==> src/rtl/gmii_tx_arbiter.sv <==
// Frame-granular round-robin arbiter sharing one GMII transmit link between
// NUM_PORTS generators, with start-of-frame timeout and enforced inter-frame gap.
module gmii_tx_arbiter #(
    parameter int NUM_PORTS     = 4,
    parameter int IFG_OCTETS    = 12,
    parameter int START_TIMEOUT = 16
) (
    input  logic                   clk,
    input  logic                   rst,
    input  logic [NUM_PORTS-1:0]   req,
    output logic [NUM_PORTS-1:0]   gnt,
    input  logic [8*NUM_PORTS-1:0] in_gmii_d,
    input  logic [NUM_PORTS-1:0]   in_gmii_en,
    input  logic [NUM_PORTS-1:0]   in_gmii_er,
    output logic [7:0]             gmii_d,
    output logic                   gmii_en,
    output logic                   gmii_er,
    output logic [2:0]             active_port,
    output logic                   timeout_pulse,
    output logic [31:0]            frames_sent
);

    localparam int TW = $clog2(START_TIMEOUT + 1);
    localparam int IW = $clog2(IFG_OCTETS + 1);
    localparam logic [TW-1:0] TMO_LAST = TW'(START_TIMEOUT - 1);
    localparam logic [IW-1:0] IFG_LAST = IW'(IFG_OCTETS);

    typedef enum logic [1:0] {IDLE, WAIT_SOF, FRAME, IFG} state_t;

    state_t        state, state_n;
    logic [2:0]    ptr;
    logic [TW-1:0] timer;
    logic [IW-1:0] idle_cnt;

    // Inputs widened to the full 8-port space so a 3-bit port index always fits.
    logic [7:0]  req_pad, en_pad, er_pad;
    logic [63:0] d_pad;
    logic        sel_req, sel_en, sel_er;
    logic [7:0]  sel_d;

    logic [2:0]  rr_sel;
    logic        rr_hit;
    logic [3:0]  scan_idx;
    logic        do_grant, do_release, do_timeout, do_done;

    function automatic logic [2:0] next_port(input logic [2:0] p);
        return (p == 3'(NUM_PORTS - 1)) ? 3'd0 : p + 3'd1;
    endfunction

    function automatic logic [NUM_PORTS-1:0] port_onehot(input logic [2:0] idx);
        logic [NUM_PORTS-1:0] v;
        v = '0;
        for (int k = 0; k < NUM_PORTS; k++) begin
            if (3'(k) == idx) v[k] = 1'b1;
        end
        return v;
    endfunction

    assign req_pad = 8'(req);
    assign en_pad  = 8'(in_gmii_en);
    assign er_pad  = 8'(in_gmii_er);
    assign d_pad   = 64'(in_gmii_d);
    assign sel_req = req_pad[active_port];
    assign sel_en  = en_pad[active_port];
    assign sel_er  = er_pad[active_port];
    assign sel_d   = d_pad[{active_port, 3'b000} +: 8];

    // First requesting port at or after ptr, wrapping modulo NUM_PORTS.
    always_comb begin
        rr_hit   = 1'b0;
        rr_sel   = ptr;
        scan_idx = '0;
        for (int k = 0; k < NUM_PORTS; k++) begin
            scan_idx = {1'b0, ptr} + 4'(k);
            if (scan_idx >= 4'(NUM_PORTS)) scan_idx = scan_idx - 4'(NUM_PORTS);
            if (!rr_hit && req_pad[scan_idx[2:0]]) begin
                rr_hit = 1'b1;
                rr_sel = scan_idx[2:0];
            end
        end
    end

    always_comb begin
        state_n    = state;
        do_grant   = 1'b0;
        do_release = 1'b0;
        do_timeout = 1'b0;
        do_done    = 1'b0;
        case (state)
            IDLE: begin
                if (rr_hit) begin
                    state_n  = WAIT_SOF;
                    do_grant = 1'b1;
                end
            end
            WAIT_SOF: begin
                if (sel_en) begin
                    state_n = FRAME;
                end else if (!sel_req) begin
                    state_n    = IDLE;
                    do_release = 1'b1;
                end else if (timer == TMO_LAST) begin
                    state_n    = IDLE;
                    do_release = 1'b1;
                    do_timeout = 1'b1;
                end
            end
            FRAME: begin
                if (!sel_en) begin
                    state_n    = IFG;
                    do_release = 1'b1;
                    do_done    = 1'b1;
                end
            end
            IFG: begin
                if (idle_cnt == IFG_LAST) state_n = IDLE;
            end
            default: state_n = IDLE;
        endcase
    end

    always_ff @(posedge clk) begin
        if (rst) begin
            state         <= IDLE;
            ptr           <= '0;
            gnt           <= '0;
            active_port   <= '0;
            timer         <= '0;
            idle_cnt      <= '0;
            timeout_pulse <= 1'b0;
            frames_sent   <= '0;
            gmii_d        <= '0;
            gmii_en       <= 1'b0;
            gmii_er       <= 1'b0;
        end else begin
            state         <= state_n;
            timeout_pulse <= do_timeout;

            if (do_grant) begin
                gnt         <= port_onehot(rr_sel);
                active_port <= rr_sel;
                timer       <= '0;
            end else if (do_release) begin
                gnt <= '0;
                ptr <= next_port(active_port);
            end

            if (state == WAIT_SOF && state_n == WAIT_SOF) timer <= timer + 1'b1;

            if (do_done) begin
                frames_sent <= frames_sent + 32'd1;
                idle_cnt    <= IW'(1);
            end else if (state == IFG) begin
                idle_cnt <= idle_cnt + 1'b1;
            end

            // Output stage: only the granted port is ever registered onto the link.
            if (state == WAIT_SOF || state == FRAME) begin
                gmii_d  <= sel_d;
                gmii_en <= sel_en;
                gmii_er <= sel_er;
            end else begin
                gmii_d  <= '0;
                gmii_en <= 1'b0;
                gmii_er <= 1'b0;
            end
        end
    end

endmodule

==> config.mk <==
export PLATFORM = sky130hd
export DESIGN_NAME = gmii_tx_arbiter
export DESIGN_NICKNAME = d
export VERILOG_FILES = /design/src/rtl/gmii_tx_arbiter.sv
export SDC_FILE = /design/constraint.sdc
export NUM_CORES = 1
export LEC_CHECK = 0
export BUFFER_PORTS_ARGS = -buffer_cell sky130_fd_sc_hd__buf_2
export CAP_MARGIN = 20
export CORE_MARGIN = 2
export CORE_UTILIZATION = 33
export CTS_CLUSTER_DIAMETER = 150
export DETAILED_ROUTE_END_ITERATION = 6
export SYNTH_ARGS = -nofsm -noshare
export SYNTH_HDL_FRONTEND = slang
export SYNTH_SLANG_ARGS = --single-unit
==> constraint.sdc <==
create_clock -name clk -period 7.1 [get_ports clk]
set_input_delay 0.355 -clock clk [delete_from_list [all_inputs] [get_ports clk]]
set_output_delay 0.355 -clock clk [all_outputs]
set_load 0.005 [all_outputs]
==> results of run 1 <==
per-layer routing:
layer,GRT usage,share of wire
met1,0.172,0.45
met2,0.243,0.49
met3,0.0395,0.041
met4,0.0483,0.013
met5,0,0
critical path, cell delays in order (launching register included):
cell and delay, ps:
dfxtp_1 890, mux4_2 700, a211o_1 440, nor4_2 390, nand4_1 390, or3_1 460
a21oi_1 140
state kept, by name, summed over array words and instances (netlist names):
name and count:
gmii_d 8, idle_cnt 4, ptr 3, active_port 3
state 2, timeout_pulse 1, timer 5, gmii_er 1
gmii_en 1, gnt 4, frames_sent 32
Yosys cell counts (2+ instances only):
cell type,count,share of area
and3_1,15,0.028
mux2_2,4,0.014
a221oi_1,3,0.0079
a31oi_1,2,0.0038
a22o_1,2,0.0053
dfxtp_1,64,0.38
nand3_1,16,0.024
clkbuf_1,10,0.011
and2_1,4,0.0075
inv_1,15,0.017
buf_1,2,0.0023
or4_1,2,0.0045
mux4_2,12,0.081
xor2_1,14,0.037
a21oi_1,19,0.029
o31ai_1,2,0.0045
mux2i_1,5,0.015
nand2_1,32,0.036
xnor2_1,14,0.037
nor2b_1,3,0.0056
nor2_1,51,0.057
and4_1,5,0.013
a311oi_1,3,0.0079
a21o_1,2,0.0045
o21ai_0,14,0.021
nand4_1,6,0.011
or3b_2,3,0.0079
ha_1,13,0.049
nor3_1,9,0.014
or3_1,7,0.013
area by class of cell:
cell class                      instances  area share
Clock inverter                          4      0.0110
Clock buffer                           11      0.0344
Timing Repair Buffer                   96       0.118
Sequential cell                        64       0.312
Tap cell                              133      0.0405
Multi-Input combinational cell        278       0.471
Inverter                               15      0.0137
stage by stage:
| step | util | setup WS [ps] |
|---|---|---|
| after floorplan | - | 4060 |
| final | 0.421 | 3610 |
| after detailed placement | 0.401 | 3580 |
| after CTS | 0.421 | 3550 |
| after global placement | 0.401 | 3690 |
| after global routing | 0.421 | 3350 |
cell usage in the layout, fill, tap and decap left out, types with 14 or more instances in the layout:
cell	instances
buf_2	95
dfxtp_1	64
nor2_1	51
nand2_1	32
a21oi_1	19
nand3_1	16
inv_1	15
and3_1	15
o21ai_0	14
xor2_1	14
xnor2_1	14
final timing paths:
path,startpoint,to,slack (ps),depth (start not counted)
worst max register to register,active_port[0]$_SDFFE_PP0P_,frames_sent[31]$_SDFFE_PP0P_,3610,6
worst min register to register,gnt[0]$_SDFFE_PP0P_,gnt[0]$_SDFFE_PP0P_,470,2
worst max-delay path,active_port[0]$_SDFFE_PP0P_,frames_sent[31]$_SDFFE_PP0P_,3610,6
worst min-delay path,in_gmii_d[5],gmii_d[5]$_SDFF_PP0_,460,3
report_power, final:
group          internal [mW]  switching, mW
sequential             0.374         0.0164
clock                  0.168          0.135
combinational         0.0675         0.0713
logic make-up after synthesis:
logic type,count (synthesis),synth area share
AO/OA/AOI/OAI,58,0.113
XOR/XNOR,28,0.0737
adder cells (fa/ha/maj),13,0.0489
buffers and inverters,29,0.0334
flip-flops,64,0.385
multiplexers,21,0.110
AND/OR/NAND/NOR,158,0.236
==> metrics.md, run 1 <==
| Metric | Value |
|---|---|
| Port Buffers | 95 |
| Number of remaining DRC errors | 0 |
| Hold slack | 463 ps |
| H-tree levels | 3 |
| Synth unique cells | 48 |
| CTS tree | done |
| RSZ-0062 raised after global routing | no |
| F_max | 0.286 GHz |
| Worst-Margin Slew | 872 ps |
| Area occupied by multi-input gates | 0.00194 mm² |
| Critical Path End Type | register |
| Final Max Slew Viols | 0 |
| Setup Viol. Count Final | 0 |
| Skew final | 6.08 ps |
| CP max FO | 15 |
| RePlAce Congestion | 0.831 |
| Core Box Area | 0.00977 mm² |
| Detailed Routing Iterations Pass 1 | 4 |
| Root Buffer | clkbuf_8 |
| Drt first-iter violations | 147 |
| Clock buffers created by TritonCTS | 9 |
| Required @ worst endpoint | 7370 ps |
| Pwr per Cell Area | 202 mW/mm² |
| DR WL/cell | 12.6 µm |
| WP data arrival | 3770 ps |
| Starting Density | 0.341 |
| First-pass GRT wire length | 12900 µm |
| Overflow after GRT | 0 |
| PostCTS Resize Cnt | 0 |
| Placed Instances | 586 |
| Warnings from Yosys | 0 |
| Fin cells | 601 |
| Gr usage total | 0.142 |
| FFs w/ async S/R, synth | 0 |
| Die height | 104 µm |
| Clock Latency Late Sink | 340 ps |
| Max-Cap Viols | 0 |
| Via count | 2937 |
| Synthesized area | 0.00333 mm² |
| Largest net degree at the start of global routing | 54 |
| Placed Area | 0.00392 mm² |
| Maximum clock insertion buffer count | 2 |
| Row count | 36 |
| Fill cells | 998 |
| Synth Area per Inst | 8.97 µm² |
| Layout area overhead | 23.4% |
| Power, Total | 0.832 mW |
| Top Ports | 96 |
| Count of clock tree sinks | 64 |
| Antenna cells | 0 |
| Initial antenna violation count | 0 |
| Setup CP Type | reg2reg |
| CP startpoint kind | register |
| Post-synth top flop | dfxtp_1 |
| Setup TNS | 0 ps |
| Outcome | completed |
| Syn Inst Count | 371 |
| CTS clk-pin slew, worst paths | 70 ps |
| Finished Cell Area | 0.00411 mm² |
| Die area | 0.0109 mm² |
| Post-synth EDFFs | 0 |
| Fin. Hold Viols | 0 |
| HP Class | in2reg |
| Post-layout min period | 3490 ps |
| Final Routed Wirelength | 7580 µm |
| Detail Route Antenna Nets | 0 |
| Slew margin rel. | 0.418 |
| Sequential area share after synthesis | 0.385 |
| Hold-fix buffers, CTS | 0 |
| VDD IR max | 0.0000627 V |
| Synthesized net count | 430 |
| Die Wd | 104 µm |
| Leakage | 1.70 nW |
| HPWL Detailed | 5510 µm |
| Synth Register Bits | 64 |
| Post-CTS setup buffer count | 0 |
| Reg area | 0.00128 mm² |
| Post-layout nets | 523 |
| DR vias/cell | 4.89 |
| Vias in the first global route | 2829 |
| Fraction of layout cells with a size suffix above 1 | 0.288 |
| Crit share post-route | 0.492 |
Note: power is estimated with default switching activity, not from simulation.
==> run 2: changes to the inputs <==
clock period = 3.1 ns   (was 7.1 ns; I/O delays follow)
==> run 2 against run 1 <==
Against the previous run: sequential cell count is the same; power grew 130%; combinational power grew to 2.6 times the previous value; highest routed layer unchanged.
==> metrics.md, run 2 (same netlist as run 1, synthesis figures left out) <==
| Metric | Value |
|---|---|
| Outcome | completed |
| CTS clk-pin slew, worst paths | 80 ps (about the same) |
| Commonest non-fill, non-tap cell in the layout | buf_2 |
| H-tree levels | 3 (unchanged) |
| Setup TNS | 0 ps (unchanged) |
| Int Power | 1.32 mW (+120%) |
| Detail Route Antenna Nets | 0 (unchanged) |
| Post-layout nets | 531 (+1.5%) |
| Area occupied by multi-input gates | 0.00195 mm² (+0.84%) |
| Reg area | 0.00128 mm² (about the same) |
| Slew margin rel. | 0.614 (+0.196) |
| Die Wd | 104 µm (unchanged) |
| RSZ-0062 raised after global routing | no |
| Number of remaining DRC errors | 0 (unchanged) |
| Fraction of layout cells with a size suffix above 1 | 0.314 (+0.0260) |
| DR vias/cell | 4.92 (+0.74%) |
| Gr usage total | 0.151 (+0.00825) |
| Drt first-iter violations | 130 (-12%) |
| Clock share of power | 0.338 (-0.026) |
| Overflow after GRT | 0 (unchanged) |
| Row count | 36 (unchanged) |
| Vias in the first global route | 2875 (+1.6%) |
| Most frequent cells in the layout | buf_2, dfxtp_1, nor2_1 |
| Fin. Hold Viols | 0 (unchanged) |
| Routing usage on met1 | 0.188 (+0.0161) |
| Fin cells | 610 (+1.5%) |
| Top Ports | 96 (unchanged) |
| Clock buffers created by TritonCTS | 9 (unchanged) |
| Pwr per Cell Area | 450 mW/mm² (+120%) |
| Fill cells | 1030 (+3.2%) |
| CTS tree | done |
| Met3 Use GR | 0.0420 (+0.00251) |
| Layout area overhead | 25.3% |
| HPWL Detailed | 5950 µm (+7.9%) |
| Count of clock tree sinks | 64 (unchanged) |
| Die area | 0.0109 mm² (unchanged) |
| Initial antenna violation count | 0 (unchanged) |
| Final Max Slew Viols | 0 (unchanged) |
| RePlAce Congestion | 0.901 (+8.4%) |
| Required @ worst endpoint | 3370 ps (-4000 ps) |
| CP max FO | 7 (-8) |
| Clock Latency Late Sink | 350 ps (about the same) |
| F_max | 0.356 GHz (+24%) |
| Core Box Area | 0.00977 mm² (unchanged) |
| Regs by FF count | frames_sent: 32 flops, gmii_d: 8 flops, timer: 5 flops |
| Port Buffers | 95 (unchanged) |
| Final Routed Wirelength | 8020 µm (+5.9%) |
| VDD IR max | 0.000223 V (+260%) |
| DR WL/cell | 13.2 µm (+4.4%) |
| Crit share post-route | 0.906 (+0.414) |
| Fin util | 0.427 (+0.00640) |
| Skew final | 16.6 ps (+10.5 ps) |
| Post-layout min period | 2810 ps (-685 ps) |
| Worst-Margin Slew | 571 ps (-301 ps) |
| Largest net degree at the start of global routing | 51 (-5.6%) |
| Reg with most FFs | frames_sent |
| Max reg flops | 32 (unchanged) |
| Die height | 104 µm (unchanged) |
| Setup CP Type | reg2reg |
| Global Route met2 Usage | 0.250 (+0.00700) |
| HP Class | in2reg |
| Max-Cap Viols | 0 (unchanged) |
| Placed Instances | 594 (+1.4%) |
| Starting Density | 0.341 (unchanged) |
| Leakage | 1.73 nW (+1.8%) |
| Seq pwr share | 0.466 (-0.003) |
| Maximum clock insertion buffer count | 2 (unchanged) |
| Critical Path End Type | register |
| First-pass GRT wire length | 13500 µm (+4.8%) |
| Detailed Routing Iterations Pass 1 | 4 (unchanged) |
| Sw frac | 0.298 (+0.0303) |
| Net load switching power | 0.560 mW (+150%) |
| Comb pwr share | 0.195 (+0.028) |
| CP startpoint kind | register |
| GRT Max-Usage Layer | met2 |
| Via count | 3003 (+2.2%) |
| WP data arrival | 3080 ps (-690 ps) |
| Root Buffer | clkbuf_8 |
| Antenna cells | 0 (unchanged) |
| Setup Viol. Count Final | 0 (unchanged) |
## run 2: changes by cell type in the layout (fill, tap and decap cells not counted), sizes merged
| cell | previous run | this run |
|---|---|---|
| buf | 96 | 104 |
| bufinv | 1 | 0 |
| clkbuf | 11 | 9 |
| clkinv | 3 | 4 |
| clkinvlp | 0 | 2 |
| inv | 15 | 16 |
## run 2: stage by stage
step           area [µm²]  setup slack, ps  power (mW)  hold WS [ps]
4_1_cts              4160              155        1.90          48.9
6_report             4170              293        1.88          55.1
3_5_place_dp         3980              170        1.26           411
3_3_place_gp         3980              297        1.26           408
2_1_floorplan        3330             56.0        1.13           439
5_1_grt              4170             19.9        1.99          48.0
## run 2: repair_timing
action                                  CTS  global route
endpoints found under the setup margin    0             6
buffers inserted                          0             0
gates resized for setup                   0             5
hold buffers                              0             0
## run 2: final cells by class
class,count,area share
Clock buffer,9,0.0297
Clock inverter,7,0.0114
Inverter,15,0.0135
Multi-Input combinational cell,278,0.468
Sequential cell,64,0.307
Tap cell,133,0.0399
Timing Repair Buffer,104,0.130
## run 2: critical path: stages, from the launching register on
cell and delay, ps:
dfxtp_1 380, mux4_2 610, a21o_1 260, or4_4 560
or3_1 460, or3_1 350, a21oi_1 140
## run 2: final timing paths
check	start	endpoint	slack [ps]	cells past startpoint
worst max-delay path	active_port[0]$_SDFFE_PP0P_	frames_sent[30]$_SDFFE_PP0P_	290	6
worst min-delay path	rst	active_port[1]$_SDFFE_PP0P_	60	2
worst max register to register	active_port[0]$_SDFFE_PP0P_	frames_sent[30]$_SDFFE_PP0P_	290	6
worst min register to register	gnt[0]$_SDFFE_PP0P_	gnt[0]$_SDFFE_PP0P_	470	2
## run 2: layer usage
metal	routed length, µm	part of all wire
met5	0	0
met4	155	0.019
met3	379	0.047
met2	3880	0.48
met1	3610	0.45
## run 2: power by group through the flow
stage	Clock (mW)	Sequential, mW	Combinational, mW
2_1_floorplan	0	0.898	0.229
3_3_place_gp	0	0.893	0.363
3_5_place_dp	0	0.895	0.365
4_1_cts	0.658	0.876	0.369
5_1_grt	0.697	0.879	0.411
6_report	0.635	0.876	0.366
==> run 3: changes to the inputs <==
SETUP_SLACK_MARGIN = 0.5   (was not set)
==> run 3 against run 2 <==
Against the previous run: cell count increased by 0.82%; fmax is 8.1% higher; critical path type unchanged; critical endpoint unchanged; clock-buffer cell count rose by 1.
==> metrics.md, run 3 (same netlist as run 1, synthesis figures left out) <==
| Metric | Value |
|---|---|
| Outcome | completed |
| Comb pwr share | 0.194 (about the same) |
| Fin cells | 615 (+0.82%) |
| Number of remaining DRC errors | 0 (unchanged) |
| CP startpoint kind | register |
| Die Wd | 104 µm (unchanged) |
| Post-layout min period | 2600 ps (-210 ps) |
| DR vias/cell | 4.94 (+0.44%) |
| First-pass GRT wire length | 13900 µm (+2.8%) |
| Count of clock tree sinks | 64 (unchanged) |
| Sw frac | 0.291 (-0.00758) |
| Reg with most FFs | frames_sent |
| Int Power | 1.40 mW (+6.4%) |
| Final Max Slew Viols | 0 (unchanged) |
| Final Routed Wirelength | 8320 µm (+3.7%) |
| Detail Route Antenna Nets | 0 (unchanged) |
| Row count | 36 (unchanged) |
| Initial antenna violation count | 0 (unchanged) |
| CTS clk-pin slew, worst paths | 80 ps (about the same) |
| Placed Instances | 589 (-0.84%) |
| VDD IR max | 0.000153 V (-31%) |
| Layout area overhead | 29.7% |
| Hold-fix buffers, CTS | 0 (unchanged) |
| H-tree levels | 3 (unchanged) |
| Die height | 104 µm (unchanged) |
| Setup CP Type | reg2reg |
| RSZ-0062 raised after global routing | yes |
| HP Class | in2reg |
| Drt first-iter violations | 168 (+29%) |
| Gr usage total | 0.156 (+0.00554) |
| Fraction of layout cells with a size suffix above 1 | 0.346 (+0.0320) |
| Pwr per Cell Area | 458 mW/mm² (+1.7%) |
| Clock Latency Late Sink | 360 ps (about the same) |
| Fin. Hold Viols | 0 (unchanged) |
| Largest net degree at the start of global routing | 31 (-39%) |
| CTS tree | done |
| Port Buffers | 95 (unchanged) |
| Net load switching power | 0.574 mW (+2.6%) |
| F_max | 0.385 GHz (+8.1%) |
| Leakage | 1.79 nW (+3.6%) |
| Maximum clock insertion buffer count | 2 (unchanged) |
| Die area | 0.0109 mm² (unchanged) |
| Setup TNS | 0 ps (unchanged) |
| Skew final | 7.34 ps (-9.26 ps) |
| CP max FO | 7 (unchanged) |
| HPWL Detailed | 6020 µm (+1.1%) |
| Vias in the first global route | 2942 (+2.3%) |
| Root Buffer | clkbuf_8 |
| Clock buffers created by TritonCTS | 9 (unchanged) |
| Detailed Routing Iterations Pass 1 | 4 (unchanged) |
| Overflow after GRT | 0 (unchanged) |
| Crit share post-route | 0.838 (-0.0678) |
| Critical Path End Type | register |
| Power, Total | 1.98 mW (+5.3%) |
| WP data arrival | 2880 ps (-200 ps) |
| Via count | 3041 (+1.3%) |
| Required @ worst endpoint | 3390 ps (+20 ps) |
| Seq pwr share | 0.443 (-0.023) |
| DR WL/cell | 13.5 µm (+2.9%) |
| Slew margin rel. | 0.627 (+0.0123) |
| Top Ports | 96 (unchanged) |
| Regs by FF count | frames_sent: 32 flops, gmii_d: 8 flops, timer: 5 flops |
| Core Box Area | 0.00977 mm² (unchanged) |
| Clock share of power | 0.363 (+0.025) |
| Post-layout nets | 536 (+0.94%) |
| Setup Viol. Count Final | 0 (unchanged) |
| Commonest non-fill, non-tap cell in the layout | buf_2 |
| Most frequent cells in the layout | buf_2, dfxtp_1, nor2_1 |
| RePlAce Congestion | 0.828 (-8.2%) |
| Max reg flops | 32 (unchanged) |
| Worst-Margin Slew | 558 ps (-13.3 ps) |
| Max-Cap Viols | 0 (unchanged) |
| Antenna cells | 0 (unchanged) |
| Starting Density | 0.341 (unchanged) |
-- run 3: cell types whose count changed in the layout (fill, tap and decap cells not counted), sizes merged --
cell    before  now
buf        104  109
bufinv       0    1
clkbuf       9   10
clkinv       4    3
inv         16   15
-- run 3: routing by layer --
metal,GRT usage,share of wire,up-vias
li1,-,-,1536
met1,0.189,0.44,1442
met2,0.271,0.50,55
met3,0.0257,0.036,8
met4,0.0695,0.016,0
met5,0,0,-
-- run 3: critical path, stage by stage (launching register included) --
cell and delay (ps):
dfxtp_4 380, mux4_2 600, a21o_1 240, or4_4 460, or3_4 390, or3_1 320, a21oi_1 140
-- run 3: per-stage QoR --
stage / setup WS [ps] / instance area (µm²) / hold slack, ps / utilization
2_1_floorplan: 490 / 3390 / 439 / -
3_3_place_gp: 309 / 3990 / 438 / 0.408
3_5_place_dp: 178 / 3990 / 440 / 0.408
4_1_cts: 491 / 4270 / 219 / 0.436
5_1_grt: 421 / 4320 / 230 / 0.442
6_report: 503 / 4320 / 222 / 0.442
-- run 3: final timing paths --
check | slack, ps | to | startpoint | cells after the start
hold / removal | 220 | frames_sent[14]$_SDFFE_PP0P_ | rst | 2
hold reg to reg | 450 | gnt[1]$_SDFFE_PP0P_ | gnt[1]$_SDFFE_PP0P_ | 2
setup / recovery | 500 | frames_sent[30]$_SDFFE_PP0P_ | active_port[0]$_SDFFE_PP0P_ | 6
setup reg to reg | 500 | frames_sent[30]$_SDFFE_PP0P_ | active_port[0]$_SDFFE_PP0P_ | 6
-- run 3: what timing repair did --
action / CTS / global route
resized for setup: 10 / 10
pin swaps: 5 / 6
gates cloned: 0 / 0
buffers inserted: 6 / 4
endpoints found under the setup margin: 24 / 22
-- run 3: layout make-up --
class,instances,area (µm²)
Sequential cell,64,1290
Clock inverter,6,60.1
Tap cell,133,166
Multi-Input combinational cell,278,2030
Clock buffer,10,128
Inverter,15,56.3
Timing Repair Buffer,109,581
Fill cell,976,5460
-- run 3: power by group through the flow --
stage | sequential, mW | combinational [mW] | clock [mW]
detailed placement | 0.898 | 0.356 | 0
global route | 0.880 | 0.422 | 0.773
global placement | 0.897 | 0.352 | 0
floorplan | 0.899 | 0.241 | 0
finish | 0.877 | 0.383 | 0.718
CTS | 0.876 | 0.370 | 0.731
